### src/rtl/abr_pkg.sv
// Shared types for the abr streaming blocks.
// Holds the reader FSM encoding and the skid FIFO capacity.
package abr_pkg;

  typedef enum logic [1:0] {
    RD_IDLE  = 2'd0,
    RD_RUN   = 2'd1,
    RD_DRAIN = 2'd2
  } abr_stream_rd_state_e;

  localparam logic [2:0] ABR_SKID_ENTRIES = 3'd2;

endpackage

### src/rtl/abr_skid_fifo2.sv
// Two-entry FIFO with a registered head; latency push -> head is one cycle.
// Head data is held until popped; push and pop may coincide when full.
module abr_skid_fifo2 #(
  parameter int DATA_WIDTH = 32
) (
  input  logic                  clk_i,
  input  logic                  rst_i,
  input  logic                  flush,
  input  logic                  push,
  input  logic [DATA_WIDTH-1:0] push_dat,
  input  logic                  pop,
  output logic [DATA_WIDTH-1:0] head_dat,
  output logic                  full,
  output logic                  empty
);

  logic [DATA_WIDTH-1:0] head_q;
  logic [DATA_WIDTH-1:0] tail_q;
  logic [1:0]            count_q;

  assign head_dat = head_q;
  assign full     = (count_q == 2'd2);
  assign empty    = (count_q == 2'd0);

  always_ff @(posedge clk_i or posedge rst_i) begin
    if (rst_i) begin
      head_q  <= '0;
      tail_q  <= '0;
      count_q <= 2'd0;
    end else if (flush) begin
      head_q  <= '0;
      tail_q  <= '0;
      count_q <= 2'd0;
    end else begin
      case (count_q)
        2'd0: begin
          if (push) begin
            head_q  <= push_dat;
            count_q <= 2'd1;
          end
        end
        2'd1: begin
          if (push && pop) begin
            head_q <= push_dat;
          end else if (push) begin
            tail_q  <= push_dat;
            count_q <= 2'd2;
          end else if (pop) begin
            count_q <= 2'd0;
          end
        end
        default: begin
          // Full: a push is only honoured alongside a pop, tail shifts to head.
          if (pop) begin
            head_q <= tail_q;
            if (push) begin
              tail_q <= push_dat;
            end else begin
              count_q <= 2'd1;
            end
          end
        end
      endcase
    end
  end

endmodule

### src/rtl/abr_ram_stream_reader.sv
// Streams len words from an external 1R1W RAM starting at start_addr, wrapping modulo DEPTH.
// First word 3 cycles after start; reads throttle so FIFO plus in-flight words never exceed two.
module abr_ram_stream_reader
  import abr_pkg::*;
#(
  parameter int  DEPTH      = 64,
  parameter int  DATA_WIDTH = 32,
  localparam int ADDR_WIDTH = $clog2(DEPTH)
) (
  input  logic                  clk_i,
  input  logic                  rst_i,
  input  logic                  zeroize_i,
  input  logic                  start_i,
  input  logic [ADDR_WIDTH-1:0] start_addr_i,
  input  logic [ADDR_WIDTH:0]   len_i,
  output logic                  busy_o,
  output logic                  done_o,
  output logic                  ram_re_o,
  output logic [ADDR_WIDTH-1:0] ram_raddr_o,
  input  logic [DATA_WIDTH-1:0] ram_rdata_i,
  output logic                  out_valid_o,
  input  logic                  out_ready_i,
  output logic [DATA_WIDTH-1:0] out_data_o,
  output logic                  out_last_o
);

  localparam logic [ADDR_WIDTH:0]   CNT_ONE  = {{ADDR_WIDTH{1'b0}}, 1'b1};
  localparam logic [ADDR_WIDTH-1:0] ADDR_MAX = ADDR_WIDTH'(DEPTH - 1);

  abr_stream_rd_state_e  state_q;
  logic [ADDR_WIDTH:0]   len_q;
  logic [ADDR_WIDTH:0]   issued_q;
  logic [ADDR_WIDTH:0]   popped_q;
  logic [ADDR_WIDTH-1:0] raddr_q;
  logic                  inflight_q;
  logic                  done_q;

  logic       fifo_full;
  logic       fifo_empty;
  logic       pop;
  logic       final_issue;
  logic       last_word;
  logic [2:0] level;

  assign out_valid_o = !fifo_empty;
  assign pop         = out_valid_o && out_ready_i;

  // Words already committed to the FIFO: those stored plus the read whose data lands next cycle.
  assign level = {1'b0, fifo_full, out_valid_o && !fifo_full} + {2'b00, inflight_q};

  assign ram_re_o    = (state_q == RD_RUN) && (issued_q < len_q) && !zeroize_i &&
                       (level < ABR_SKID_ENTRIES + {2'b00, pop});
  assign ram_raddr_o = raddr_q;
  assign final_issue = ram_re_o && (issued_q + CNT_ONE == len_q);
  assign last_word   = (popped_q + CNT_ONE == len_q);
  assign out_last_o  = out_valid_o && last_word;
  assign busy_o      = (state_q != RD_IDLE);
  assign done_o      = done_q;

  abr_skid_fifo2 #(
    .DATA_WIDTH(DATA_WIDTH)
  ) u_fifo (
    .clk_i    (clk_i),
    .rst_i    (rst_i),
    .flush    (zeroize_i),
    .push     (inflight_q),
    .push_dat (ram_rdata_i),
    .pop      (pop),
    .head_dat (out_data_o),
    .full     (fifo_full),
    .empty    (fifo_empty)
  );

  always_ff @(posedge clk_i or posedge rst_i) begin
    if (rst_i) begin
      state_q    <= RD_IDLE;
      len_q      <= '0;
      issued_q   <= '0;
      popped_q   <= '0;
      raddr_q    <= '0;
      inflight_q <= 1'b0;
      done_q     <= 1'b0;
    end else if (zeroize_i) begin
      state_q    <= RD_IDLE;
      len_q      <= '0;
      issued_q   <= '0;
      popped_q   <= '0;
      raddr_q    <= '0;
      inflight_q <= 1'b0;
      done_q     <= 1'b0;
    end else begin
      inflight_q <= ram_re_o;
      done_q     <= 1'b0;
      if (ram_re_o) begin
        issued_q <= issued_q + CNT_ONE;
        raddr_q  <= (raddr_q == ADDR_MAX) ? '0 : raddr_q + 1'b1;
      end
      if (pop) begin
        popped_q <= popped_q + CNT_ONE;
      end
      case (state_q)
        RD_IDLE: begin
          if (start_i) begin
            if (len_i != '0) begin
              state_q  <= RD_RUN;
              len_q    <= len_i;
              raddr_q  <= start_addr_i;
              issued_q <= '0;
              popped_q <= '0;
            end else begin
              done_q <= 1'b1;
            end
          end
        end
        RD_RUN: begin
          if (final_issue) begin
            state_q <= RD_DRAIN;
          end
        end
        RD_DRAIN: begin
          if (pop && last_word) begin
            state_q <= RD_IDLE;
            done_q  <= 1'b1;
          end
        end
        default: state_q <= RD_IDLE;
      endcase
    end
  end

endmodule

### config.mk
export PLATFORM = sky130hd
export DESIGN_NAME = abr_ram_stream_reader
export DESIGN_NICKNAME = d
export VERILOG_FILES = /design/src/rtl/abr_pkg.sv /design/src/rtl/abr_skid_fifo2.sv /design/src/rtl/abr_ram_stream_reader.sv
export SDC_FILE = /design/constraint.sdc
export NUM_CORES = 1
export LEC_CHECK = 0
export BUFFER_PORTS_ARGS = -buffer_cell sky130_fd_sc_hd__clkbuf_2
export CAP_MARGIN = 0
export CELL_PAD_IN_SITES_DETAIL_PLACEMENT = 1
export CELL_PAD_IN_SITES_GLOBAL_PLACEMENT = 2
export CORE_MARGIN = 4
export CORE_UTILIZATION = 34
export CTS_CLUSTER_DIAMETER = 200
export CTS_CLUSTER_SIZE = 40
export DETAILED_ROUTE_END_ITERATION = 16
export GPL_TIMING_DRIVEN = 0
export PLACE_DENSITY_LB_ADDON = 0.08
export REMOVE_ABC_BUFFERS = 1
export SETUP_SLACK_MARGIN = 0.5
export SLEW_MARGIN = 20
export SYNTH_ARGS = -nofsm -noshare
export SYNTH_HDL_FRONTEND = slang
export SYNTH_SLANG_ARGS = --single-unit
### constraint.sdc
create_clock -name clk_i -period 3.67 [get_ports clk_i]
set_input_delay 0.1835 -clock clk_i [delete_from_list [all_inputs] [get_ports clk_i]]
set_output_delay 0.1835 -clock clk_i [all_outputs]
set_load 0.01 [all_outputs]
### Word level (Yosys, flattened, before mapping)

Cells that the tools add are included.

| operators by class | value |
|---|---|
| add/subtract/negate cells | 5 |
| order comparisons | 2 |
| eq/ne operators | 17 |
| mux-type cells | 50 |
| reductions and logical operators | 26 |

Operators by type and width:

| cell | number |
|---|---|
| $mux 32 | 8 |
| $pmux 32 s2 | 2 |
| $mux 7 | 14 |
| $mux 6 | 6 |
| $mux 2 | 12 |
| $ne 3x3->1 const B | 6 |
| $add 7x1->7 const B | 2 |
| $eq 7x7->1 | 2 |
| $logic_and 1x1->1 | 9 |
| $reduce_and 3->1 | 3 |
| $reduce_bool 2->1 | 4 |
| $lt 7x7->1 | 1 |
| $reduce_bool 7->1 | 1 |
| $add 6x1->6 const B | 1 |
| $eq 6x6->1 const B | 1 |
| $pmux 2 s3 | 1 |
| $mux 1 | 5 |
| $reduce_and 5->1 | 1 |
| $eq 2x1->1 const B | 2 |
| $eq 2x2->1 const B | 2 |
| $logic_not 2->1 | 2 |
| $ne 4x2->1 const B | 1 |
| $ne 4x4->1 const B | 1 |
| $pmux 2 s2 | 1 |
| other kinds (10) | 12 |

| storage, ports and cells | value |
|---|---|
| register bits | 97 |
| output and inout port bits | 43 |
| logic and storage cells | 110 |

### Longest topological paths before layout

Gate-level depths: netlist of the first run.

| logic depth | value |
|---|---|
| depth after elaboration | 11 |
| gate-level depth with buffers | 9 |

### Hierarchy

A second synthesis of the first run with hierarchy kept.

| unflattened totals | value |
|---|---|
| cells, all modules | 535 |
| area, all modules | 5557.8 µm² |

Modules (own cells, without submodules):

| module | times used | cells each | area each (µm²) | sequential area each (µm²) |
|---|---|---|---|---|
| abr_skid_fifo2 | 1 | 296 | 3474.6 | 1651.6 |
| abr_ram_stream_reader | 1 | 239 | 2083.2 | 775.7 |

### Worst setup path after synthesis of the first run

No wires, ideal clock.

| timing | value |
|---|---|
| path type | register -> register |
| start point | register u_fifo.count_q[0] |
| end point | register state_q[0] |
| library setup time | 0.120 ns |
| data arrival time | 2.018 ns |
| setup slack | 1.533 ns |
| cell stages (with the launch flop) | 9 |
| buffers on the path | 1 |
| clock period less this slack | 2.137 ns |
| path through | dfrtp_1 -> clkbuf_1 -> ha_1 -> o311a_4 -> nor3_4 -> nand2_2 -> clkinv_4 -> o2111ai_2 -> a31o_1 |

| between the ends | value |
|---|---|
| longest elaborated chain between the ends | 9 |

RTL lines:

| element | line | source |
|---|---|---|
| from (decl) | abr_skid_fifo2.sv:19 | `logic [1:0] count_q;` |
| from (signal assigned) | abr_skid_fifo2.sv:29 | `count_q <= 2'd0;` |
| from (signal assigned) | abr_skid_fifo2.sv:33 | `count_q <= 2'd0;` |
| from (signal assigned) | abr_skid_fifo2.sv:39 | `count_q <= 2'd1;` |
| $eq 2x2->1 or $logic_not 2->1 (tied branches) | abr_skid_fifo2.sv:22, abr_skid_fifo2.sv:23 |  |
| $logic_not 1->1, on equally long branches | abr_ram_stream_reader.sv:49, abr_ram_stream_reader.sv:45 |  |
| $logic_and 1x1->1, on equally long branches | abr_ram_stream_reader.sv:49, abr_ram_stream_reader.sv:46 |  |
| $add 2x1->3, on equally long branches | abr_ram_stream_reader.sv:49, abr_ram_stream_reader.sv:52 |  |
| $lt 3x3->1 * | abr_ram_stream_reader.sv:52 | `(level < ABR_SKID_ENTRIES + {2'b00, pop});` |
| $logic_and 1x1->1 * | abr_ram_stream_reader.sv:51 | `assign ram_re_o = (state_q == RD_RUN) && (issued_q < len_q) && !zeroize_i &&` |
| via ram_re_o | abr_ram_stream_reader.sv:18 | `output logic ram_re_o,` |
| $logic_and 1x1->1 * | abr_ram_stream_reader.sv:54 | `assign final_issue = ram_re_o && (issued_q + CNT_ONE == len_q);` |
| $ne 3x3->1 (no line) * | n/a |  |
| $reduce_and 4->1 (no line) * | n/a |  |
| to (signal assigned) | abr_ram_stream_reader.sv:76 | `state_q <= RD_IDLE;` |
| to (signal assigned) | abr_ram_stream_reader.sv:84 | `state_q <= RD_IDLE;` |
| to (signal assigned) | abr_ram_stream_reader.sv:105 | `state_q <= RD_RUN;` |
| to (decl) | abr_ram_stream_reader.sv:30 | `abr_stream_rd_state_e state_q;` |

The timed path passes the listed nets; every way through them passes the cells marked *.
A chain may end at the register's enable or synchronous reset.

### Final worst setup path of the first run

| timing | value |
|---|---|
| start point | register len_q[2] |
| end point | output port ram_re_o |

| between the ends | value |
|---|---|
| longest elaborated chain between the ends | 4 |

RTL lines:

| element | line | source |
|---|---|---|
| from (decl) | abr_ram_stream_reader.sv:31 | `logic [ADDR_WIDTH:0] len_q;` |
| from (signal assigned) | abr_ram_stream_reader.sv:106 | `len_q <= len_i;` |
| $lt 7x7->1 | abr_ram_stream_reader.sv:51 |  |
| $logic_and 1x1->1 (3 in series) | abr_ram_stream_reader.sv:51 |  |
| to (decl) | abr_ram_stream_reader.sv:18 |  |

No other way between the ends.

==> results.json, run 1 <==
{
  "power.density_nw_per_um2": 436,
  "final-seq-area_um2": 2430,
  "synthArstFlopShare_pct": 100,
  "cts_root_buf": "clkbuf_16",
  "synth-seq-area-share_pct": 48.5,
  "cpMaxStageDelayCell": "o31ai_2",
  "reg2reg_from": "len_q[2]$_DFFE_PP0P_",
  "vdd.ir_drop.worst_v": 0.000191,
  "dieArea_um2": 16700,
  "gp_congestion": 0.784,
  "via_per_inst": 5.12,
  "timing.fmax_ghz": 0.356,
  "yosys_warnings": 0,
  "critPathRequiredTime_ps": 3490,
  "boundaryPins": 93,
  "grt_pass1_wl_mm": 22.2,
  "cp_cell_sequence": "inv_1 > ha_1 > o21ai_0 > a21oi_1 > o31ai_2 > nand2_2 > clkinv_4 > clkbuf_2",
  "setup.worst_path.start": "len_q[2]$_DFFE_PP0P_",
  "holdWs_ps": 54.3,
  "core_area_um2": 14500,
  "crit_type": "register to output port",
  "synth_area_per_cell_um2": 9.55,
  "grt.total_usage_pct": 16.7,
  "cp_max_fo": 8,
  "crit_arrival_ps": 2630,
  "avgRoutedWirePerCell_um": 16.7,
  "synth-edff-count": 0,
  "numCtsBuffers": 9,
  "ctsHoldBuffers": 1,
  "stdcell_area_um2": 6070,
  "clkTransAtPathRegs_ps": 70,
  "worst_path_largest_cell_delay_ps": 570,
  "place.detailed.hpwl_mm": 9.01,
  "ys_types": 54,
  "drt-initial-drc-count": 172,
  "num_rows": 44,
  "crit_family": "compound AO/OA/AOI/OAI gates",
  "diodes": 0,
  "die_w_um": 129,
  "route.detailed.drc": 0,
  "status": "finished clean",
  "min_path_type": "input port to register",
  "cts_setup_buffers": 0,
  "grt_pass1_vias": 4269,
  "slew_violations": 0,
  "grt_remaining_overflow": 0,
  "ys.flop_type": "dfrtp_1",
  "die_y_um": 129,
  "cts.sinks": 97,
  "cts_tree": "built",
  "finalCriticalPeriod_ps": 2810,
  "port_buffers": 92,
  "drive_above_1_share_pct": 21.6,
  "cp-end-kind": "output port",
  "fin_cells": 791,
  "cts_buffer_depth": 2,
  "clkLatencyLatePin_ps": 340,
  "antenna_found_initial": 0,
  "place_area_um2": 5730,
  "grt_max_degree": 75,
  "leakagePower_nw": 2.65,
  "syn_to_final_growth_pct": 21.3,
  "ant_nets": 0,
  "ys_seq_elements": 97,
  "finClkSkew_ps": 4.45,
  "synth.cell_area_um2": 5000,
  "hold_viol": 0,
  "fillers": 1658,
  "dp_cells": 774,
  "synth_cells": 524,
  "nNetsFinal": 663,
  "drt_wl_total_mm": 13.2,
  "setup_tns_ps": 0,
  "rsz0062_at_grt": "false",
  "setup_violations": 0,
  "cp_num_buf_inv": 3,
  "slew_headroom_pct": 34.3,
  "first_pass_iters": 4,
  "worst_pin_slew_ps": 985,
  "htreeDepth": 3,
  "fin_crit_sh_pct": 76.6,
  "hold_start": "start_addr_i[0]",
  "critPathLaunchType": "register",
  "power_mw": 2.64,
  "initial_utilization_pct": 34.6,
  "ctsResizeCount": 0,
  "max_cap_violations": 0,
  "via_count": 4053,
  "multi_input_area_um2": 2420
}
## final cells by class
cell class	instances	area share, %
inverters	14	1.03
clock buffers	11	4.16
multi-input cells	382	39.9
flip-flops and latches	97	40.1
well taps	184	3.79
repair buffers	98	9.81
clock inverters	5	1.28
## routing by layer
| layer | vias to the layer above | global-route usage, % | part of all wire, % |
|---|---|---|---|
| li1 | 1967 | - | - |
| met1 | 2011 | 21.9 | 46 |
| met2 | 61 | 28.4 | 49 |
| met3 | 14 | 2.43 | 3.4 |
| met4 | 0 | 5.50 | 1.3 |
| met5 | - | 0 | 0 |
## metrics by stage
stage          worst slack (ps)  util [%]
2_1_floorplan              -494         -
3_3_place_gp              -2390      38.5
3_5_place_dp               1060      39.6
4_1_cts                     851      41.9
5_1_grt                     736      41.9
6_report                    858      41.9
## tightest hold or removal path: stages
cell      delay [ps]
clkbuf_2          80
nand2_1           30
o21ai_0           60
## layout by cell type, fill, tap and decap left out, drive strengths merged, types with 9 or more instances in the layout
cell / Yosys / final
inv: 13 / 13
clkbuf: 28 / 103
xnor2: 16 / 16
xor2: 12 / 12
nand2b: 34 / 34
dfrtp: 97 / 97
mux2i: 34 / 34
o21ai: 50 / 50
a21oi: 9 / 9
nand3: 19 / 19
ha: 11 / 11
o31ai: 34 / 34
nand2: 91 / 91
nor2: 30 / 30
## registers in the layout, summed over array words and instances, names as in the netlist
| name | cells |
|---|---|
| u_fifo.count_q | 2 |
| inflight_q | 1 |
| done_o | 1 |
| popped_q | 7 |
| state_q | 2 |
| ram_raddr_o | 6 |
| issued_q | 7 |
| len_q | 7 |
| u_fifo.tail_q | 32 |
| u_fifo.head_dat | 32 |
## report_power, final
part / total, mW / switching [mW] / internal, mW / leakage [nW]
logic: 0.377 / 0.226 / 0.152 / 1.21
clock network: 1.06 / 0.424 / 0.633 / 0.162
registers: 1.21 / 0.0623 / 1.15 / 1.28
total: 2.64 / 0.712 / 1.93 / 2.65
## logic make-up (layout without fill, tap and decap cells)
logic type	after synthesis	in the layout	synth area share, %
AO/OA/AOI/OAI	113	113	14.9
XOR/XNOR	28	28	4.90
adder cells (fa/ha/maj)	11	11	2.75
buffers and inverters	45	128	3.52
flip-flops	97	97	48.5
multiplexers	34	34	6.80
AND/OR/NAND/NOR	196	196	18.7
## synthesized netlist by cell type (2+ instances only)
cell	number	area, µm²
nand3_1	18	90.1
and3_1	2	12.5
inv_1	12	45.0
nand2b_1	34	213
buf_2	2	10.0
nor3_1	5	25.0
dfrtp_1	97	2430
o31ai_1	33	248
o21ai_0	48	240
xor2_1	12	105
xnor2_1	16	140
nand2_1	90	338
a21oi_1	9	45.0
nor2_1	30	113
mux2i_1	34	340
clkbuf_1	28	105
a31oi_1	5	31.3
ha_1	11	138
o21ai_1	2	10.0
o211a_1	2	20.0
## worst paths after layout
check | slack [ps] | cells after the start | endpoint
worst max-delay path | 860 | 8 | ram_re_o
worst min-delay path | 50 | 3 | ram_raddr_o[0]$_DFF_PP0_
worst max register to register | 1030 | 9 | ram_raddr_o[3]$_DFF_PP0_
worst min register to register | 480 | 2 | u_fifo.head_dat[27]$_DFFE_PP0P_
max in group asynchronous | 2580 | 4 | u_fifo.count_q[1]$_DFFE_PP0P_
min in group asynchronous | 450 | 3 | popped_q[4]$_DFF_PP0_
(Power assumes the default switching activity.)
==> run 2: changes to the inputs <==
--- a/config.mk
+++ b/config.mk
@@ -10,7 +10,7 @@
 export CELL_PAD_IN_SITES_DETAIL_PLACEMENT = 1
 export CELL_PAD_IN_SITES_GLOBAL_PLACEMENT = 2
 export CORE_MARGIN = 4
-export CORE_UTILIZATION = 34
+export CORE_UTILIZATION = 31
 export CTS_CLUSTER_DIAMETER = 200
 export CTS_CLUSTER_SIZE = 40
 export DETAILED_ROUTE_END_ITERATION = 16
==> constraint.sdc (replaced) <==
create_clock -name clk_i -period 2.5 [get_ports clk_i]
set_input_delay 0.125 -clock clk_i [delete_from_list [all_inputs] [get_ports clk_i]]
set_output_delay 0.125 -clock clk_i [all_outputs]
set_load 0.01 [all_outputs]
==> run 2 against run 1 <==
Register-to-register slack worse by 580 ps. Die area increased by 9.1%. Clock power grew 38%. Routed wire length rose by 10%. Critical endpoint is now out_last_o.
==> results.json, run 2 (same netlist as run 1, synthesis figures left out) <==
{
  "status": "finished clean",
  "grt_pass1_vias": 4479,
  "clkTransAtPathRegs_ps": 70,
  "drive_above_1_share_pct": 33.1,
  "drt-initial-drc-count": 158,
  "cp-endpoint": "out_last_o",
  "cp-end-kind": "output port",
  "postLayoutCoreUtil_pct": 42.8,
  "drt_wl_total_mm": 14.5,
  "htreeDepth": 3,
  "setup.worst_path.start": "popped_q[0]$_DFF_PP0_",
  "final_cell_mix": "89 x nand2_1, 89 x clkbuf_2, 81 x dfrtp_1, 42 x o21ai_0",
  "cts_root_buf": "clkbuf_16",
  "num_rows": 46,
  "via_count": 4319,
  "max_cap_violations": 0,
  "initial_utilization_pct": 31.6,
  "hold_viol": 0,
  "port_buffers": 92,
  "crit_type": "register to output port",
  "setup_tns_ps": 0,
  "die_y_um": 135,
  "critPathRequiredTime_ps": 2380,
  "cts_tree": "built",
  "grt_remaining_overflow": 0,
  "gp_congestion": 0.738,
  "reg2reg_from": "u_fifo.count_q[0]$_DFFE_PP0P_",
  "grt_pass1_wl_mm": 23.8,
  "avgRoutedWirePerCell_um": 16.6,
  "route.detailed.drc": 0,
  "slew_headroom_pct": 42.6,
  "core_area_um2": 15800,
  "dieArea_um2": 18200,
  "hold_start": "len_i[2]",
  "antenna_found_initial": 0,
  "min_path_type": "input port to register",
  "numCtsBuffers": 9,
  "vdd.ir_drop.worst_v": 0.000337,
  "critPathLaunchType": "register",
  "via_per_inst": 4.94,
  "dp_cells": 806,
  "finalCriticalPeriod_ps": 2180,
  "crit_arrival_ps": 2060,
  "setup_violations": 0,
  "fin_cells": 875,
  "place.detailed.hpwl_mm": 9.28,
  "boundaryPins": 93,
  "finClkSkew_ps": 8.04,
  "nNetsFinal": 715,
  "first_pass_iters": 4,
  "worst-r2r-cell-count": 7,
  "power_mw": 3.91,
  "timing.fmax_ghz": 0.459,
  "r2r_end": "issued_q[5]$_DFF_PP0_",
  "cts_buffer_depth": 2,
  "syn_to_final_growth_pct": 35.2,
  "clkLatencyLatePin_ps": 350,
  "rsz0062_at_grt": "true",
  "grt.total_usage_pct": 16.4,
  "reg2reg_slack_ps": 450,
  "worst_pin_slew_ps": 861,
  "leakagePower_nw": 2.93,
  "grt_max_degree": 75,
  "holdWs_ps": 10.3,
  "slew_violations": 0,
  "cp_max_fo": 4,
  "die_w_um": 135,
  "diodes": 0,
  "power.density_nw_per_um2": 578,
  "cts.sinks": 97,
  "fin_crit_sh_pct": 87.2,
  "fillers": 1809,
  "ant_nets": 0
}
[run 2: changes by cell type in the layout (fill, tap and decap cells not counted), sizes merged]
| cell | previous run | this run |
|---|---|---|
| clkbuf | 103 | 100 |
| buf | 5 | 55 |
| dlygate4sd3 | 1 | 5 |
| inv | 13 | 14 |
| bufinv | 2 | 1 |
| clkinv | 3 | 4 |
[run 2: report_power, final]
group | switching, mW | leakage [nW] | internal, mW
clock network | 0.651 | 0.149 | 0.806
registers | 0.0835 | 1.26 | 1.69
logic | 0.382 | 1.52 | 0.302
total | 1.12 | 2.93 | 2.79
[run 2: per-stage QoR]
step	cell area, µm²	setup slack [ps]
after floorplan	4890	-1660
after global placement	5620	-3680
after detailed placement	5760	-156
after CTS	6650	373
after global routing	6770	234
final	6770	319
[run 2: worst max-delay path: stages, from the launching register on]
cell and delay, ps:
dfrtp_2 450, ha_4 160, and2_4 150, nand4_1 170
xnor2_2 220, a2111oi_4 370, buf_2 190
[run 2: what timing repair did]
action / CTS / global route
hold buffers: 5 / 0
gates resized for setup: 50 / 23
hold endpoints to repair: 44 / 0
setup endpoints to repair: 84 / 17
setup buffers: 43 / 5
pin swaps: 20 / 21
[run 2: worst min path at each step]
stage | endpoint | slack (ps) | cells past startpoint
3_3_place_gp | ram_raddr_o[1]$_DFF_PP0_ | 340 | 3
2_1_floorplan | u_fifo.count_q[0]$_DFFE_PP0P_ | 190 | 1
4_1_cts | len_q[5]$_DFFE_PP0P_ | 0.2 | 3
5_1_grt | len_q[2]$_DFFE_PP0P_ | 10 | 3
6_report | len_q[2]$_DFFE_PP0P_ | 10 | 3
3_5_place_dp | popped_q[4]$_DFF_PP0_ | 170 | 2
[run 2: metal layers]
| metal | wire, µm | track usage [%] | vias up |
|---|---|---|---|
| li1 | - | - | 2070 |
| met1 | 6600 | 21.2 | 2159 |
| met2 | 7180 | 27.8 | 77 |
| met3 | 537 | 3.46 | 13 |
| met4 | 193 | 4.48 | 0 |
| met5 | 0 | 0 | - |
[run 2: final cells by class]
type	count	area, µm²	area share (%)
clock buffer	10	239	3.53
clock inverter	6	65.1	0.962
inverter	14	65.1	0.962
multi-input combinational	382	2620	38.7
sequential	97	2450	36.2
tap	216	270	3.99
timing repair buffer	150	1060	15.6
